`src/rtl/load_store_unit.sv`:
```
// load_store_unit
//   Turns one CPU load/store request at a time into word-wide accesses to a
//   synchronous memory (registered read, read-before-write). Sub-word stores
//   use read-modify-write. Misaligned or illegal-size requests get an error
//   response and never touch memory.
//
// Ports
//   i_clk, i_rst_n           clock, asynchronous active-low reset
//   i_req_valid/o_req_ready  request handshake (ready only while idle)
//   i_req_we                 1 = store, 0 = load
//   i_req_size               00 byte, 01 half, 10 word, 11 illegal
//   i_req_signed             sign-extend sub-word loads
//   i_req_addr, i_req_wdata  byte address, right-justified store data
//   o_rsp_valid              one-cycle response pulse
//   o_rsp_rdata, o_rsp_error load result / error flag for the response
//   o_mem_address            word-aligned memory address
//   o_mem_we, o_mem_wr_data  memory write strobe and write word
//   i_mem_rd_data            memory read word, one cycle after the address
module load_store_unit (
  input  logic        i_clk,
  input  logic        i_rst_n,
  input  logic        i_req_valid,
  output logic        o_req_ready,
  input  logic        i_req_we,
  input  logic [1:0]  i_req_size,
  input  logic        i_req_signed,
  input  logic [31:0] i_req_addr,
  input  logic [31:0] i_req_wdata,
  output logic        o_rsp_valid,
  output logic [31:0] o_rsp_rdata,
  output logic        o_rsp_error,
  output logic [31:0] o_mem_address,
  output logic        o_mem_we,
  output logic [31:0] o_mem_wr_data,
  input  logic [31:0] i_mem_rd_data
);

  typedef enum logic [2:0] {IDLE, ISSUE, DATA, WRITE, RESP} state_e;

  state_e      state_q, state_d;
  logic        we_q, we_d;
  logic [1:0]  size_q, size_d;
  logic        signed_q, signed_d;
  logic [31:0] addr_q, addr_d;
  logic        err_q, err_d;
  logic [31:0] rdata_q, rdata_d;
  logic [31:0] wr_data_q, wr_data_d;

  logic        accept;
  logic        req_err;
  logic [4:0]  lane_sh;
  logic [31:0] shifted;
  logic [31:0] load_val;
  logic [31:0] lane_mask;
  logic [31:0] merged;

  assign accept  = i_req_valid && (state_q == IDLE);
  assign req_err = (i_req_size == 2'b11) ||
                   ((i_req_size == 2'b01) && i_req_addr[0]) ||
                   ((i_req_size == 2'b10) && (i_req_addr[1:0] != 2'b00));

  // Bit offset of the addressed lane; halfwords are aligned, so the same
  // shift serves both byte and half accesses.
  assign lane_sh = {addr_q[1:0], 3'b000};
  assign shifted = i_mem_rd_data >> lane_sh;

  always_comb begin
    load_val = i_mem_rd_data;
    case (size_q)
      2'b00:   load_val = signed_q ? {{24{shifted[7]}}, shifted[7:0]}
                                   : {24'h000000, shifted[7:0]};
      2'b01:   load_val = signed_q ? {{16{shifted[15]}}, shifted[15:0]}
                                   : {16'h0000, shifted[15:0]};
      default: load_val = i_mem_rd_data;
    endcase
  end

  // wr_data_q still holds the right-justified store data while in DATA,
  // so it is shifted into the addressed lane(s) here.
  assign lane_mask = ((size_q == 2'b00) ? 32'h0000_00FF : 32'h0000_FFFF) << lane_sh;
  assign merged    = (i_mem_rd_data & ~lane_mask) | ((wr_data_q << lane_sh) & lane_mask);

  always_ff @(posedge i_clk or negedge i_rst_n) begin
    if (!i_rst_n) begin
      state_q   <= IDLE;
      we_q      <= 1'b0;
      size_q    <= 2'b00;
      signed_q  <= 1'b0;
      addr_q    <= 32'h0;
      err_q     <= 1'b0;
      rdata_q   <= 32'h0;
      wr_data_q <= 32'h0;
    end else begin
      state_q   <= state_d;
      we_q      <= we_d;
      size_q    <= size_d;
      signed_q  <= signed_d;
      addr_q    <= addr_d;
      err_q     <= err_d;
      rdata_q   <= rdata_d;
      wr_data_q <= wr_data_d;
    end
  end

  always_comb begin
    state_d = state_q;
    unique case (state_q)
      IDLE:    if (i_req_valid) state_d = req_err ? RESP : ISSUE;
      ISSUE:   state_d = (we_q && (size_q == 2'b10)) ? RESP : DATA;
      DATA:    state_d = we_q ? WRITE : RESP;
      WRITE:   state_d = RESP;
      RESP:    state_d = IDLE;
      default: state_d = IDLE;
    endcase
  end

  // Request fields are captured only on accept; rdata is cleared then so
  // stores and errors answer with zero.
  always_comb begin
    we_d      = we_q;
    size_d    = size_q;
    signed_d  = signed_q;
    addr_d    = addr_q;
    err_d     = err_q;
    rdata_d   = rdata_q;
    wr_data_d = wr_data_q;
    if (accept) begin
      we_d      = i_req_we;
      size_d    = i_req_size;
      signed_d  = i_req_signed;
      addr_d    = i_req_addr;
      err_d     = req_err;
      rdata_d   = 32'h0;
      wr_data_d = i_req_wdata;
    end else if (state_q == DATA) begin
      if (we_q) wr_data_d = merged;
      else      rdata_d   = load_val;
    end
  end

  always_comb begin
    o_req_ready   = (state_q == IDLE);
    o_rsp_valid   = (state_q == RESP);
    o_rsp_error   = (state_q == RESP) && err_q;
    o_mem_we      = ((state_q == ISSUE) && we_q && (size_q == 2'b10)) || (state_q == WRITE);
    o_rsp_rdata   = rdata_q;
    o_mem_address = {addr_q[31:2], 2'b00};
    o_mem_wr_data = wr_data_q;
  end

endmodule

```
`config.mk`:
```
export PLATFORM = sky130hd
export DESIGN_NAME = load_store_unit
export DESIGN_NICKNAME = d
export VERILOG_FILES = /design/src/rtl/load_store_unit.sv
export SDC_FILE = /design/constraint.sdc
export NUM_CORES = 1
export LEC_CHECK = 0
export BUFFER_PORTS_ARGS = -buffer_cell sky130_fd_sc_hd__buf_4
export CELL_PAD_IN_SITES_DETAIL_PLACEMENT = 2
export CELL_PAD_IN_SITES_GLOBAL_PLACEMENT = 2
export CORE_MARGIN = 2
export CORE_UTILIZATION = 31
export DETAILED_ROUTE_END_ITERATION = 8
export PLACE_DENSITY_LB_ADDON = 0.15
export RECOVER_POWER = 100
export SYNTH_ARGS = -nofsm -noshare
export SYNTH_HDL_FRONTEND = slang
export SYNTH_SLANG_ARGS = --single-unit
```
`constraint.sdc`:
```
create_clock -name i_clk -period 2.6 [get_ports i_clk]
set_input_delay 0.39 -clock i_clk [delete_from_list [all_inputs] [get_ports i_clk]]
set_output_delay 0.39 -clock i_clk [all_outputs]
set_load 0.02 [all_outputs]
```
# Word level (Yosys, flattened, before mapping)
# Index checks and enable logic that the tools add are counted.
# W data, S select, Z words.
dict set report classes {
  eq_ne 11
  shift 3
  mux 15
  bitwise 4
  reduce_logical 17
}
# operator n
set ops {}
lappend ops {{$mux W32} 8}
lappend ops {{$and A32 B32 Y32} 2}
lappend ops {{$pmux W32 S2} 1}
lappend ops {{$not A32 Y32} 1}
lappend ops {{$or A32 B32 Y32} 1}
lappend ops {{$shl A16 B5 Y32} 1}
lappend ops {{$shl A32 B5 Y32} 1}
lappend ops {{$shr A32 B5 Y16} 1}
lappend ops {{$mux W16} 1}
lappend ops {{$mux W3} 4}
lappend ops {{$pmux W3 S4} 1}
lappend ops {{$logic_and A1 B1 Y1} 7}
lappend ops {{$eq A2 B2 Y1 const B} 3}
lappend ops {{$eq A3 B2 Y1 const B} 2}
lappend ops {{$reduce_bool A2 Y1} 3}
lappend ops {{$eq A2 B1 Y1 const B} 2}
lappend ops {{$reduce_and A2 Y1} 2}
lappend ops {{$eq A3 B1 Y1 const B} 1}
lappend ops {{$eq A3 B3 Y1 const B} 1}
lappend ops {{$logic_not A3 Y1} 1}
lappend ops {{$logic_or A1 B1 Y1} 3}
lappend ops {{$logic_not A2 Y1} 1}
lappend ops {{$ne A2 B1 Y1 const B} 1}
lappend ops {{$ne A2 B2 Y1 const B} 1}
dict set report word_totals {
  ff_bits 104
  inputBits 103
  output_inout_bits 100
  word_cells 58
}

# Logic depth before layout (Yosys ltp)
dict set report depth {
  depth_word 9
  depth_mapped 7
  depth_no_buf 4
}

# Worst setup path after synthesis
# No wires, ideal clock.
dict set report synth_timing {
  path_type {register to output}
  from {reg state_q[0]}
  to {out o_rsp_error}
  arrival_time_ns 1.470
  t_required_ns 2.210
  setup_slack_ns 0.740
  stages_incl_launch_ff 4
  path_buffers 1
  cell_sequence {dfrtp_1 buf_6 nor3_1 and2_1}
}
dict set report synth_between {
  elab_chain_cells 2
}
# element line
set synth_lines {}
lappend synth_lines {{start, declared} 40} ;# state_e state_q, state_d;
lappend synth_lines {{start signal, assigned} 94} ;# state_q <= state_d;
lappend synth_lines {{$eq A3 B3 Y1} -}
lappend synth_lines {{named net o_rsp_valid} 29} ;# output logic o_rsp_valid,
lappend synth_lines {{$logic_and A1 B1 Y1} 144} ;# o_rsp_error = (state_q == RESP) && err_q;
lappend synth_lines {{end, declared} 31} ;# output logic o_rsp_error,
# The timed path passes the listed nets, and every way through them passes these cells.

# Final worst setup path
dict set report layout_timing {
  from {reg state_q[1]}
  to {reg rdata_q[9], in the netlist o_rsp_rdata[9]}
}
dict set report layout_between {
  elab_chain_cells 4
  elab_cells_between_ends 7
  classes_between {eq/ne: 2; mux: 1; reduce/logical: 4}
}
# element line
set layout_lines {}
lappend layout_lines {{$logic_not A3 Y1} 57} ;# assign accept = i_req_valid && (state_q == IDLE);
lappend layout_lines {{$logic_and A1 B1 Y1} 57}
lappend layout_lines {{$ne A2 B1 Y1 (no line) / $reduce_bool A2 Y1 (equally long branches)} -}
lappend layout_lines {{$reduce_and A2 Y1 (no line)} -}
lappend layout_lines {{end signal, assigned} 100} ;# rdata_q <= rdata_d;
lappend layout_lines {{end, declared} 46} ;# logic [31:0] rdata_q, rdata_d;
# Several ways; a longest one is shown, not always the timed one.
# A chain may end at the register's enable or synchronous reset.

==> summary.md <==
| Metric | Value |
|---|---|
| Status | completed |
| Fin. max-slew vios | 0 |
| Worst EP arrival | approximately 2.5 ns |
| Crit start category | register |
| Starting Density | approximately a third |
| Reg2reg path depth | 4 |
| # H-tree levels | 3 |
| Clock sink count | ~100 |
| Register bit count reported by yosys | 104 |
| Crit Path Category | reg2reg |
| Area growth, synth to finish | 25.1% |
| Post-route setup TNS | 0 ns |
| IO Count | between 200 and 250 |
| Skew final | ~0.0053 ns |
| Pre-CTS setup slack | between 0.3 and 0.4 ns |
| Via count | a little over 5000 |
| Hold Path Class | in2async |
| Max Freq | between 0.4 and 0.5 GHz |
| Final GP Congestion | between 0.8 and 0.9 |
| Antenna-violating nets left | 0 |
| Pleak | between 3 and 4 nW |
| Share of cells above drive strength 1 | a little over a fifth |
| Worst flop-to-flop path startpoint | state_q[1] |
| Hold-fix buffers at CTS | 0 |
| Relative slew slack | between 10% and 20% |
| Sequential fraction of the synthesis area | between 40% and 50% |
| Crit-path max cell delay | 0.95 ns |
| Clk buf depth | 2 |
| Layout Cells excl Fill | roughly 960 |
| Pwr Density | about 1400 mW/mm^2 |
| Worst IR drop on VDD | 0.431 mV |
| Gr ovfl total | 0 |
| Hold Violations, Final | 0 |
| Cell family with most CP delay | simple AND/OR/NAND/NOR gates |
| Row cnt | 48 |
| Post-CTS Resized | 0 |
| Synth async-reset ratio | 100% |
| RSZ-0062 raised after global routing | no |
| Die Wd | around 140 um |
| DP Cell Count | 943 |
| Critical Path Stages | 4 |
| Number of synthesis warnings | 0 |
| Top_reg_cell synth | dfrtp_1 |
| DRT Pass-1 Iters | 4 |
| Port bufs | 200 |
| Core Area | between 0.015 and 0.02 sq mm |
| # fillers | ~2000 |
| CP Max Fanout | 27 |
| Vias in the first global route | 5486 |
| Nets | between 800 and 900 |
| Finished Core Util | between 30 and 40% |
| Hold_ws | approximately 0.23 ns |
| CTS Buf Count | 9 |
| DIE AREA | ~0.019 sq mm |
| CP Launch Point | state_q[1] |
| 1st-iter DRT viols | 215 |
| Worst skew pair latency | approximately 0.35 ns |
| Tcrit/Tclk final | 88.6% |
| Yosys cell types | 52 |
| Largest net degree at the start of global routing | 48 |
| First-pass GRT wire length | 32.1 mm |
| Placement Cell Area | a little under 0.007 sq mm |
| Clock Tree Root | clkbuf_16 |
| Worst Path Buf+Inv | 1 |
| Post-DP HPWL | approximately 16 mm |
| Gate Count Post-Synth | 568 |
| ANT cells | 0 |
| Initial antenna violation count | 0 |
| Slew @ Worst Pin | ~1.2 ns |
| Most used cell, CP | a31oi_1 |
| Drt wl/cell | between 20 and 25 um |
| Final setup fails | 0 |
| CTS tree | done |
| GR Util All Layers | 22.8% |
| CP required | 2.81 ns |
| Sequential cell area | approximately 0.0026 sq mm |
| Synthesized area | 0.00546 sq mm |
| Clock Pin Slew Worst Setup and Hold Paths | roughly 0.070 ns |
| Crit path time final | between 2 and 2.5 ns |
| Post-CTS Setup Repair Bufs | 0 |
| Final WS setup | slightly below 0.3 ns |
| Max-cap viol count | 0 |
| Post-synth EDFFs | 0 |
| CP Capture Type | register |
| Total routed wirelength | approximately 21 mm |
| Multi-input logic area | roughly 0.0024 sq mm |
| Synth Area per Inst | about 9.6 sq um |
| Slowest-stage cell, CP | or4b_2 |
| DIE HEIGHT | 137 um |
| Drt via density | ~5.3 |
| Final Instance Area | slightly below 0.007 sq mm |
| Critical Path, Cell by Cell | or4b_2 -> buf_4 -> a31oi_1 -> a31oi_1 |
| # DRC | 0 |
| Total design power | just over 9 mW |
## logic make-up after synthesis
logic type / count (synthesis) / synth area share [%]
flip-flops: 104 / 47.6
other: 1 / 0.0686
buffers and inverters: 82 / 9.02
AND/OR/NAND/NOR: 178 / 14.7
multiplexers: 34 / 6.48
AO/OA/AOI/OAI: 169 / 22.1
## worst reg2reg max path, stage by stage (launching register included)
cell and delay (ns):
dfrtp_1 0.54, or4b_2 0.95, buf_4 0.33, a31oi_1 0.27, a31oi_1 0.08
## final timing paths
kind	slack, ns	to
max in group asynchronous	0.58	o_rsp_rdata[16]
setup / recovery	0.30	o_rsp_rdata[9]
min in group i_clk	0.23	addr_q[26]
hold reg to reg	0.48	addr_q[23]
hold / removal	0.23	asynchronous set/reset pin
setup reg to reg	0.30	o_rsp_rdata[9]
## cells in the final DEF, fill, tap and decap left out, types with 4 or more instances in the layout
cell / count
a21oi_1: 6
a221o_1: 16
a22oi_1: 33
a2bb2oi_1: 8
a31oi_1: 12
buf_4: 118
clkbuf_1: 99
clkbuf_16: 9
clkbuf_2: 4
dfrtp_1: 104
inv_1: 10
mux2_2: 7
mux2i_1: 26
nand2_1: 130
nor2_1: 14
nor2b_1: 11
nor3_1: 5
o21a_1: 12
o21ai_0: 50
o22ai_1: 8
o2bb2ai_1: 8
## where the power goes
part	total, mW	switching (mW)	internal (mW)
clock network	1.27	0.604	0.665
logic	4.99	3.28	1.71
registers	3.03	0.661	2.37
## area by class of cell
type / instances / share of cell area, %
Clock inverter: 3 / 0.293
Timing Repair Buffer: 220 / 18.6
Tap cell: 225 / 4.12
Multi-Input combinational cell: 383 / 34.7
Clock buffer: 11 / 3.55
Sequential cell: 104 / 38.1
Inverter: 11 / 0.604
## cell usage after synthesis (5+ instances only)
| cell type | instances | share of area (%) |
|---|---|---|
| nor2_1 | 14 | 0.96 |
| clkbuf_1 | 20 | 1.4 |
| buf_2 | 8 | 0.73 |
| buf_4 | 34 | 4.7 |
| inv_1 | 10 | 0.69 |
| nand2_1 | 130 | 8.9 |
| a22oi_1 | 33 | 4.5 |
| o21a_1 | 12 | 1.6 |
| o22ai_1 | 8 | 0.92 |
| o21ai_1 | 18 | 1.6 |
| dfrtp_1 | 104 | 48 |
| a221o_1 | 16 | 2.9 |
| nor2b_1 | 11 | 1.3 |
| mux2i_1 | 26 | 4.8 |
| a2bb2oi_1 | 8 | 1.3 |
| nor3_1 | 5 | 0.46 |
| mux2_2 | 7 | 1.4 |
| a31oi_1 | 12 | 1.4 |
| o2bb2ai_1 | 8 | 1.3 |
| a21oi_1 | 6 | 0.55 |
| o21ai_0 | 34 | 3.1 |
| buf_6 | 6 | 1.2 |
## metal layers
metal | GRT usage (%) | share of wire [%]
met5 | 0 | 0
met4 | 7.70 | 2.4
met3 | 4.00 | 5.3
met2 | 39.7 | 51
met1 | 28.5 | 41
No activity file was read; power rests on OpenSTA's default activity.
